$ cat src/rtl/write_axi256_dbg_pkg.sv
// rtl/write_axi256_dbg_pkg.sv - shared constants and FSM encoding for the write_axi256 deadlock reporter
//
// Contents:
//   *_DEF       default widths for the reporter parameters
//   state_t     reporter FSM encoding (IDLE=0, PENDING=1, DEADLOCK=2, 3 unused)
//   ST_RECOVER  state entered from the unused encoding
package write_axi256_dbg_pkg;

  localparam int INFO_W_DEF   = 1;
  localparam int THRESH_W_DEF = 16;
  localparam int RUN_W_DEF    = 32;
  localparam int STAT_W_DEF   = 16;

  typedef enum logic [1:0] {
    ST_IDLE     = 2'd0,
    ST_PENDING  = 2'd1,
    ST_DEADLOCK = 2'd2,
    ST_UNUSED   = 2'd3
  } state_t;

  localparam state_t ST_RECOVER = ST_IDLE;

endpackage

$ cat src/rtl/wa256_sat_counter.sv
// rtl/wa256_sat_counter.sv - saturating up-counter with clear and load
//
// Ports:
//   clock, reset  system clock, synchronous active-high reset
//   inc           count up by one (holds at all-ones)
//   clr           return to zero; combined with inc the result is 1
//   load          overrides clr/inc and loads load_val
//   load_val      value loaded when load is high
//   q             counter value
module wa256_sat_counter #(
  parameter int W = 16
) (
  input  logic         clock,
  input  logic         reset,
  input  logic         inc,
  input  logic         clr,
  input  logic         load,
  input  logic [W-1:0] load_val,
  output logic [W-1:0] q
);

  localparam logic [W-1:0] ONE = W'(1);

  // Clear first, then increment, so a clear coinciding with an event counts that event.
  logic [W-1:0] base;

  always_comb begin
    base = clr ? '0 : q;
  end

  always_ff @(posedge clock) begin
    if (reset) begin
      q <= '0;
    end else if (load) begin
      q <= load_val;
    end else if (inc && (base != '1)) begin
      q <= base + ONE;
    end else begin
      q <= base;
    end
  end

endmodule

$ cat src/rtl/write_axi256_deadlock_reporter.sv
// rtl/write_axi256_deadlock_reporter.sv - debounces the write_axi256 monitor block signal into deadlock reports
//
// Ports:
//   clock, reset     system clock, synchronous active-high reset
//   block_in         monitor block output
//   info_in          monitor blocked-stream info
//   threshold        consecutive blocked cycles that declare a deadlock (0 acts as 1)
//   clear            one-cycle clear of status and statistics
//   deadlock_irq     one-cycle pulse per declaration
//   deadlock_sticky  set on declaration, held until clear
//   first_info       info_in captured at the first declaration since clear
//   last_run         length of the most recently ended blocked episode
//   deadlock_count   saturating count of declarations
//   glitch_count     saturating count of episodes that ended below threshold
//   state_dbg        current FSM state
module write_axi256_deadlock_reporter
  import write_axi256_dbg_pkg::*;
#(
  parameter int INFO_W   = INFO_W_DEF,
  parameter int THRESH_W = THRESH_W_DEF,
  parameter int RUN_W    = RUN_W_DEF,
  parameter int STAT_W   = STAT_W_DEF
) (
  input  logic                clock,
  input  logic                reset,
  input  logic                block_in,
  input  logic [INFO_W-1:0]   info_in,
  input  logic [THRESH_W-1:0] threshold,
  input  logic                clear,
  output logic                deadlock_irq,
  output logic                deadlock_sticky,
  output logic [INFO_W-1:0]   first_info,
  output logic [RUN_W-1:0]    last_run,
  output logic [STAT_W-1:0]   deadlock_count,
  output logic [STAT_W-1:0]   glitch_count,
  output logic [1:0]          state_dbg
);

  // Threshold and run length are compared at the wider of the two widths so a
  // threshold beyond the run counter range simply never declares.
  localparam int CMP_W = (THRESH_W > RUN_W) ? THRESH_W : RUN_W;

  state_t           state;
  state_t           next_state;
  logic [RUN_W-1:0] run_cnt;
  logic [RUN_W-1:0] run_next;
  logic [CMP_W-1:0] eff_thresh;
  logic             reached;

  logic declare;
  logic glitch_end;
  logic episode_end;
  logic run_load;
  logic run_inc;
  logic run_clr;

  always_comb begin
    eff_thresh = (threshold == '0) ? CMP_W'(1) : CMP_W'(threshold);
    if (state == ST_IDLE) begin
      run_next = RUN_W'(1);
    end else if (run_cnt == '1) begin
      run_next = run_cnt;
    end else begin
      run_next = run_cnt + RUN_W'(1);
    end
    reached = (CMP_W'(run_next) >= eff_thresh);
  end

  always_ff @(posedge clock) begin
    if (reset) begin
      state <= ST_IDLE;
    end else begin
      state <= next_state;
    end
  end

  always_comb begin
    next_state  = state;
    declare     = 1'b0;
    glitch_end  = 1'b0;
    episode_end = 1'b0;
    run_load    = 1'b0;
    run_inc     = 1'b0;
    run_clr     = 1'b0;
    case (state)
      ST_IDLE: begin
        if (block_in) begin
          run_load = 1'b1;
          if (reached) begin
            declare    = 1'b1;
            next_state = ST_DEADLOCK;
          end else begin
            next_state = ST_PENDING;
          end
        end
      end
      ST_PENDING: begin
        if (block_in) begin
          run_inc = 1'b1;
          // Also covers a threshold lowered below the current run.
          if (reached) begin
            declare    = 1'b1;
            next_state = ST_DEADLOCK;
          end
        end else begin
          next_state  = ST_IDLE;
          episode_end = 1'b1;
          glitch_end  = 1'b1;
          run_clr     = 1'b1;
        end
      end
      ST_DEADLOCK: begin
        if (block_in) begin
          run_inc = 1'b1;
        end else begin
          next_state  = ST_IDLE;
          episode_end = 1'b1;
          run_clr     = 1'b1;
        end
      end
      default: begin
        next_state = ST_RECOVER;
        run_clr    = 1'b1;
      end
    endcase
  end

  wa256_sat_counter #(.W(RUN_W)) u_run_cnt (
    .clock    (clock),
    .reset    (reset),
    .inc      (run_inc),
    .clr      (run_clr),
    .load     (run_load),
    .load_val (RUN_W'(1)),
    .q        (run_cnt)
  );

  wa256_sat_counter #(.W(STAT_W)) u_deadlock_count (
    .clock    (clock),
    .reset    (reset),
    .inc      (declare),
    .clr      (clear),
    .load     (1'b0),
    .load_val ('0),
    .q        (deadlock_count)
  );

  wa256_sat_counter #(.W(STAT_W)) u_glitch_count (
    .clock    (clock),
    .reset    (reset),
    .inc      (glitch_end),
    .clr      (clear),
    .load     (1'b0),
    .load_val ('0),
    .q        (glitch_count)
  );

  // A declaration outranks a same-cycle clear, including the first_info
  // capture: after the clear this is the first declaration.
  always_ff @(posedge clock) begin
    if (reset) begin
      deadlock_irq    <= 1'b0;
      deadlock_sticky <= 1'b0;
      first_info      <= '0;
      last_run        <= '0;
    end else begin
      deadlock_irq <= declare;
      if (declare) begin
        deadlock_sticky <= 1'b1;
      end else if (clear) begin
        deadlock_sticky <= 1'b0;
      end
      if (declare && (!deadlock_sticky || clear)) begin
        first_info <= info_in;
      end else if (clear) begin
        first_info <= '0;
      end
      if (episode_end) begin
        last_run <= run_cnt;
      end else if (clear) begin
        last_run <= '0;
      end
    end
  end

  assign state_dbg = state;

endmodule

$ cat config.mk
export PLATFORM = sky130hd
export DESIGN_NAME = write_axi256_deadlock_reporter
export DESIGN_NICKNAME = d
export VERILOG_FILES = /design/src/rtl/write_axi256_dbg_pkg.sv /design/src/rtl/wa256_sat_counter.sv /design/src/rtl/write_axi256_deadlock_reporter.sv
export SDC_FILE = /design/constraint.sdc
export NUM_CORES = 1
export LEC_CHECK = 0
export CAP_MARGIN = 0
export CORE_UTILIZATION = 35
export DETAILED_ROUTE_END_ITERATION = 8
export REMOVE_ABC_BUFFERS = 1
export SETUP_SLACK_MARGIN = 0.3
export SYNTH_ARGS = -nofsm -noshare
export SYNTH_HDL_FRONTEND = slang
export SYNTH_SLANG_ARGS = --single-unit
export TNS_END_PERCENT = 5
$ cat constraint.sdc
create_clock -name clock -period 3.76 [get_ports clock]
set_input_delay 0.752 -clock clock [delete_from_list [all_inputs] [get_ports clock]]
set_output_delay 0.752 -clock clock [all_outputs]
set_load 0.01 [all_outputs]
# After elaboration in Yosys (flattened, before gate mapping)
# Cells that the tools add are included.
# Widths: inputs -> output; s select.
[word_totals]
reg_bits = 101
output_inout_bits = 69
word_cells = 69
[classes]
add_sub_neg = 4
order_cmp = 1
eq_ne = 9
muxes = 31
reduce_logical = 15
[ops]
columns = ["operator", "count"]
rows = [
  ["$mux 32", 6],
  ["$mux 16", 5],
  ["$add 32x1->32 const B", 2],
  ["$add 16x1->16 const B", 2],
  ["$eq 32x32->1 const B", 1],
  ["$ge 32x16->1", 1],
  ["$ne 16x16->1 const B", 2],
  ["$ne 32x32->1 const B", 1],
  ["$logic_not 16->1", 1],
  ["$mux 1", 13],
  ["$mux 2", 5],
  ["$pmux 2 s3", 1],
  ["$reduce_bool 2->1", 3],
  ["$reduce_or 2->1", 3],
  ["$logic_and 1x1->1", 4],
  ["$ne 2x2->1 const B", 2],
  ["$ne 3x3->1 const B", 1],
  ["$reduce_and 3->1", 1],
  ["$eq 2x1->1 const B", 1],
  ["$eq 2x2->1 const B", 1],
  ["$logic_not 2->1", 1],
  ["$pmux 1 s2", 1],
  ["$logic_not 1->1", 1],
  ["$logic_or 1x1->1", 1],
]

# Logic depth before layout (Yosys ltp)
[depth]
ltp_word = 9
mapped_depth = 20
depth_no_buf = 18

# By module
# From an unflattened synthesis, not the netlist that was laid out.
[hier_totals]
hier_cells = 881
hier_area_um2 = 6789.0
[by_module_without_submodules]
columns = ["mod", "instances", "cells_per_inst", "area_each_um2"]
rows = [
  ["write_axi256_deadlock_reporter", 1, 380, 2861.5],
  ["wa256_sat_counter at u_run_cnt", 1, 253, 1990.7],
  ["wa256_sat_counter at u_deadlock_count ...", 2, 124, 968.4],
]

# Least setup slack after synthesis
# OpenSTA, ideal clock, no wires.
[synth_timing]
path_type = "register -> register"
from = "register u_run_cnt.q[3]"
to = "register u_deadlock_count.q[5]"
setup_time_ns = 0.123
arrival_time_ns = 3.683
required_ns = 3.637
path_slack_ns = -0.046
stages_incl_launch_ff = 18
n_path_buf = 2
period_less_slack_ns = 3.806
path_cell_list = "dfxtp_1 buf_2 nand4_2 nor4_4 nand2_1 nand2_1 or3_1 xor2_1 nor2_1 ha_1 nand4_1 o21ai_0 nor3_1 a21oi_1 o211a_1 clkbuf_1 nand4_1 mux2_1"
[synth_via]
elab_chain_len = 9
word_cells_on_any_way = 10
cone_classes = "add/sub: 1; order compare: 1; eq/ne: 1; mux: 6; reduce/logical: 1"
[synth_rtl]
columns = ["item", "line", "source"]
rows = [
  ["from (decl)", "wa256_sat_counter.sv:19", "output logic [W-1:0] q"],
  ["from (signal assigned)", "wa256_sat_counter.sv:35", "q <= load_val;"],
  ["from (signal assigned)", "wa256_sat_counter.sv:37", "q <= base + ONE;"],
  ["from (signal assigned)", "wa256_sat_counter.sv:39", "q <= base;"],
  ["$add 32x1->32 or $eq 32x32->1 (tied branches)", "write_axi256_deadlock_reporter.sv:64, write_axi256_deadlock_reporter.sv:61", ""],
  ["$mux 32 *", "write_axi256_deadlock_reporter.sv:61", "end else if (run_cnt == '1) begin"],
  ["$mux 32 *", "write_axi256_deadlock_reporter.sv:59", "if (state == ST_IDLE) begin"],
  ["$ge 32x16->1 *", "write_axi256_deadlock_reporter.sv:66", "reached = (CMP_W'(run_next) >= eff_thresh);"],
  ["$mux 1 *", "write_axi256_deadlock_reporter.sv:89, write_axi256_deadlock_reporter.sv:101", ""],
  ["$mux 1 *", "write_axi256_deadlock_reporter.sv:87", "if (block_in) begin"],
  ["$mux 1 *", "-", ""],
  ["$logic_and 1x1->1 *", "wa256_sat_counter.sv:36", "end else if (inc && (base != '1)) begin"],
  ["$mux 16 *", "wa256_sat_counter.sv:36", ""],
  ["to (signal assigned)", "wa256_sat_counter.sv:35", ""],
  ["to (signal assigned)", "wa256_sat_counter.sv:37", ""],
  ["to (signal assigned)", "wa256_sat_counter.sv:39", ""],
  ["to (decl)", "wa256_sat_counter.sv:19", ""],
]
# Mark *: on every way between the ends. The rest lies on a longest branch, timed or not.
# A chain may end at the register's enable or synchronous reset.

# Worst setup path in the final report
[layout_timing]
from = "register u_run_cnt.q[0]"
to = "register u_deadlock_count.q[5]"
# The elaborated chain is that of the path after synthesis.

==> metrics.cfg <==
[min_path]
min_path_type = reg -> reg

[floorplan]
die_w_um = 133
die_area_um2 = 17700
io_pins = 90
num_rows = 47
die_h_um = 133
initial_core_util_pct = 36.1
core_area_um2 = 16700

[drt]
drt_wl_total_um = 16800
ant_nets = 0
drt_iter0_markers = 349
wl_per_cell_um = 15.2
first_pass_iters = 8
vias = 5818
drc = 0
vias_per_cell = 5.27

[sta]
post-route-period-util_pct = 93.7
fmax_mhz = 284
tightest_slew_ns = 0.714
timing.final.ws_setup_ns = 0.239
finalCriticalPeriod_ns = 3.52
maxSlewViolCount = 0
setup-violations-final = 0
rsz0062_at_grt = yes
maxSlewHeadroom_pct = 52.4
fin_skew_ns = 0.00714
hold_slack_ns = 0.494
fin_setup_tns_ns = 0
final_hold_viol_count = 0

[clock_tree]
ctsHoldBuffers = 0
cts_sinks = 101
root_buffer = clkbuf_16
htree_levels = 3
clkLatencyLatePin_ns = 0.36
cts_tree = yes
cts.clk_slew.worst_paths_ns = 0.07
clockBufferDepth = 2
numCtsBuffers = 9

[placed_design]
dp_slack_ns = 0.000142
place_area_um2 = 7460
hpwl_um = 12400
placed_cells = 1087
finalWeightedCongestion = 0.911
io_buffers = 89

[power]
combPwrFrac_pct = 22.1
peakVddDrop_uv = 231
total_power_mw = 2.70
leakage_nw = 2.99
power_switching_share_pct = 30.7
p_per_area_nw_per_um2 = 341
internal_power_mw = 1.87
power.switching_mw = 0.831
p_clk_share_pct = 37.4
p_seq_share_pct = 40.5

[synthesis]
yosysTopAreaCell = dfxtp_1
synth_ff_type = dfxtp_1
syn-cell-area_um2 = 6020
synth-seq-cells = 101
syn_area_per_cell_um2 = 7.85
async_flop_share_pct = 0
synth.top_cell.area_share_pct = 33.6
synth_edf_count = 0
synthCells = 767
yosys_warnings = 0
ys_top_cells_by_area = dfxtp_1 34%, nor2_1 7.0%, a21oi_1 4.9%
yosysSeqAreaShare_pct = 33.6
synth.distinct_cells = 63

[layout]
final_cells = 1105
multiInputGateArea_um2 = 3760
area_delta_synth_final_pct = 31.7
n_antenna_cell = 0
fillers = 1694
postLayoutCoreUtil_pct = 47.5
layout-drive-gt1-share_pct = 14.7
design_area_um2 = 7930
regArea_um2 = 2030
fin_nets = 924

[setup_path]
crit_arrival_ns = 3.77
max_stage_delay_ns = 0.36
crit_path_start_kind = flop
cp_common_cell = buf_4
path_buf_inv = 4
cp_cell_sequence = buf_4 > and3_1 > buf_4 > nand4_2 > a311oi_2 > xnor2_1 > nor2_1 > ha_1 > a21oi_2 > nand2_1 > nor3_2 > a21oi_4 > buf_4 > o211a_4 > buf_6 > nand4_1 > mux2_4
critical_path.slowest_cell = ha_1
endpoint_kind = flop
required_ns = 4.01
cp_top_family = simple AND/OR/NAND/NOR gates
crit_fanout = 10
crit_type = reg -> reg

[grt]
grt_max_degree = 39
antenna_found_initial = 0
grt_pass1_vias = 5451
grt_pass1_wl_um = 27800
gr-usage-all-layers_pct = 19.5
overflow = 0

[job]
max_cap_viol_count = 0

[status]
status = finished clean

-- metal layers --
| metal | vias to the layer above | wire [µm] | track usage (%) |
|---|---|---|---|
| li1 | 2940 | - | - |
| met1 | 2725 | 8050 | 26.5 |
| met2 | 136 | 7750 | 31.2 |
| met3 | 17 | 763 | 3.77 |
| met4 | 0 | 246 | 6.19 |
| met5 | - | 0 | 0 |
-- power by group through the flow --
stage	sequential, mW	clock, mW	combinational [mW]
detailed placement	1.12	0	0.574
global route	1.10	1.07	0.649
CTS	1.09	1.04	0.588
global placement	1.12	0	0.573
finish	1.09	1.01	0.598
floorplan	1.12	0	0.287
-- tightest hold or removal path: cells and delay by family (launching register included) --
kind / cells / cell delay [ns]
compound gates: 2 / 0.13
flops: 1 / 0.32
-- cell type report --
cell class | instances | share of cell area (%)
Sequential cell | 101 | 25.6
Clock buffer | 11 | 2.93
Multi-Input combinational cell | 581 | 47.4
Tap cell | 220 | 3.47
Inverter | 28 | 1.32
Timing Repair Buffer | 159 | 18.2
Clock inverter | 5 | 1.06
-- state kept, by name (all words and copies together), names as in the netlist --
name and count:
u_deadlock_count.q 16, state_dbg 2, deadlock_irq 1, last_run 32, u_run_cnt.q 32, deadlock_sticky 1, u_glitch_count.q 16, first_info 1
-- cell usage in the layout, fill, tap and decap left out, drive strengths merged, types with 4 or more instances in the layout --
master	n
mux2i	4
a31oi	6
xor2	31
o211ai	7
a211o	5
nand2	65
and3	13
nor3b	32
dfxtp	101
a21oi	59
ha	23
nor4	10
mux2	6
and4	11
nand4	38
or3	22
inv	29
and2	6
buf	72
a41o	5
clkdlybuf4s50	87
o21ai	17
nor2b	11
xnor2	19
nor2	113
a211oi	4
clkbuf	11
nand3	25
nor3	10
-- cell families (layout without fill, tap and decap cells) --
| kind of cell | after synthesis | count (layout) | synth area share [%] |
|---|---|---|---|
| muxes | 10 | 10 | 1.79 |
| DFF | 101 | 101 | 33.6 |
| adders and majority gates | 23 | 23 | 4.78 |
| xor gates and xnor gates | 50 | 50 | 7.27 |
| AOI/OAI and AO/OA | 132 | 132 | 14.2 |
| and+or+nand+nor | 366 | 366 | 32.5 |
| buffers and inverters | 85 | 203 | 5.92 |
-- synthesized netlist by cell type, drive strengths merged, types with 4 or more instances --
library cell and number:
and3 13, nor3 10, nor3b 32, o211ai 7, and4 11, or3 22, xor2 31, mux2i 4
nor2b 11, dfxtp 101, clkbuf 34, nand2 65, a211o 5, o21ai 17, buf 23, nor4 10
inv 28, nand4 38, a41o 5, nand3 25, mux2 6, nor2 113, ha 23, a21oi 59
xnor2 19, a211oi 4, a31oi 6, and2 6
-- path summary, 6_finish.rpt --
path | start | to | slack, ns | cells past startpoint
max reg2reg | u_run_cnt.q[0]$_SDFF_PP0_ | u_deadlock_count.q[5]$_SDFF_PP0_ | 0.24 | 17
min | first_info$_SDFFE_PP0P_ | first_info$_SDFFE_PP0P_ | 0.49 | 2
min reg2reg | first_info$_SDFFE_PP0P_ | first_info$_SDFFE_PP0P_ | 0.49 | 2
max | u_run_cnt.q[0]$_SDFF_PP0_ | u_deadlock_count.q[5]$_SDFF_PP0_ | 0.24 | 17
-- what timing repair did --
item                                    4_1_cts  5_1_grt
setup buffers                                 2        0
gates resized for setup                      19       22
endpoints found under the setup margin       21       28
pin swaps                                     7        4
(Power assumes the default switching activity.)
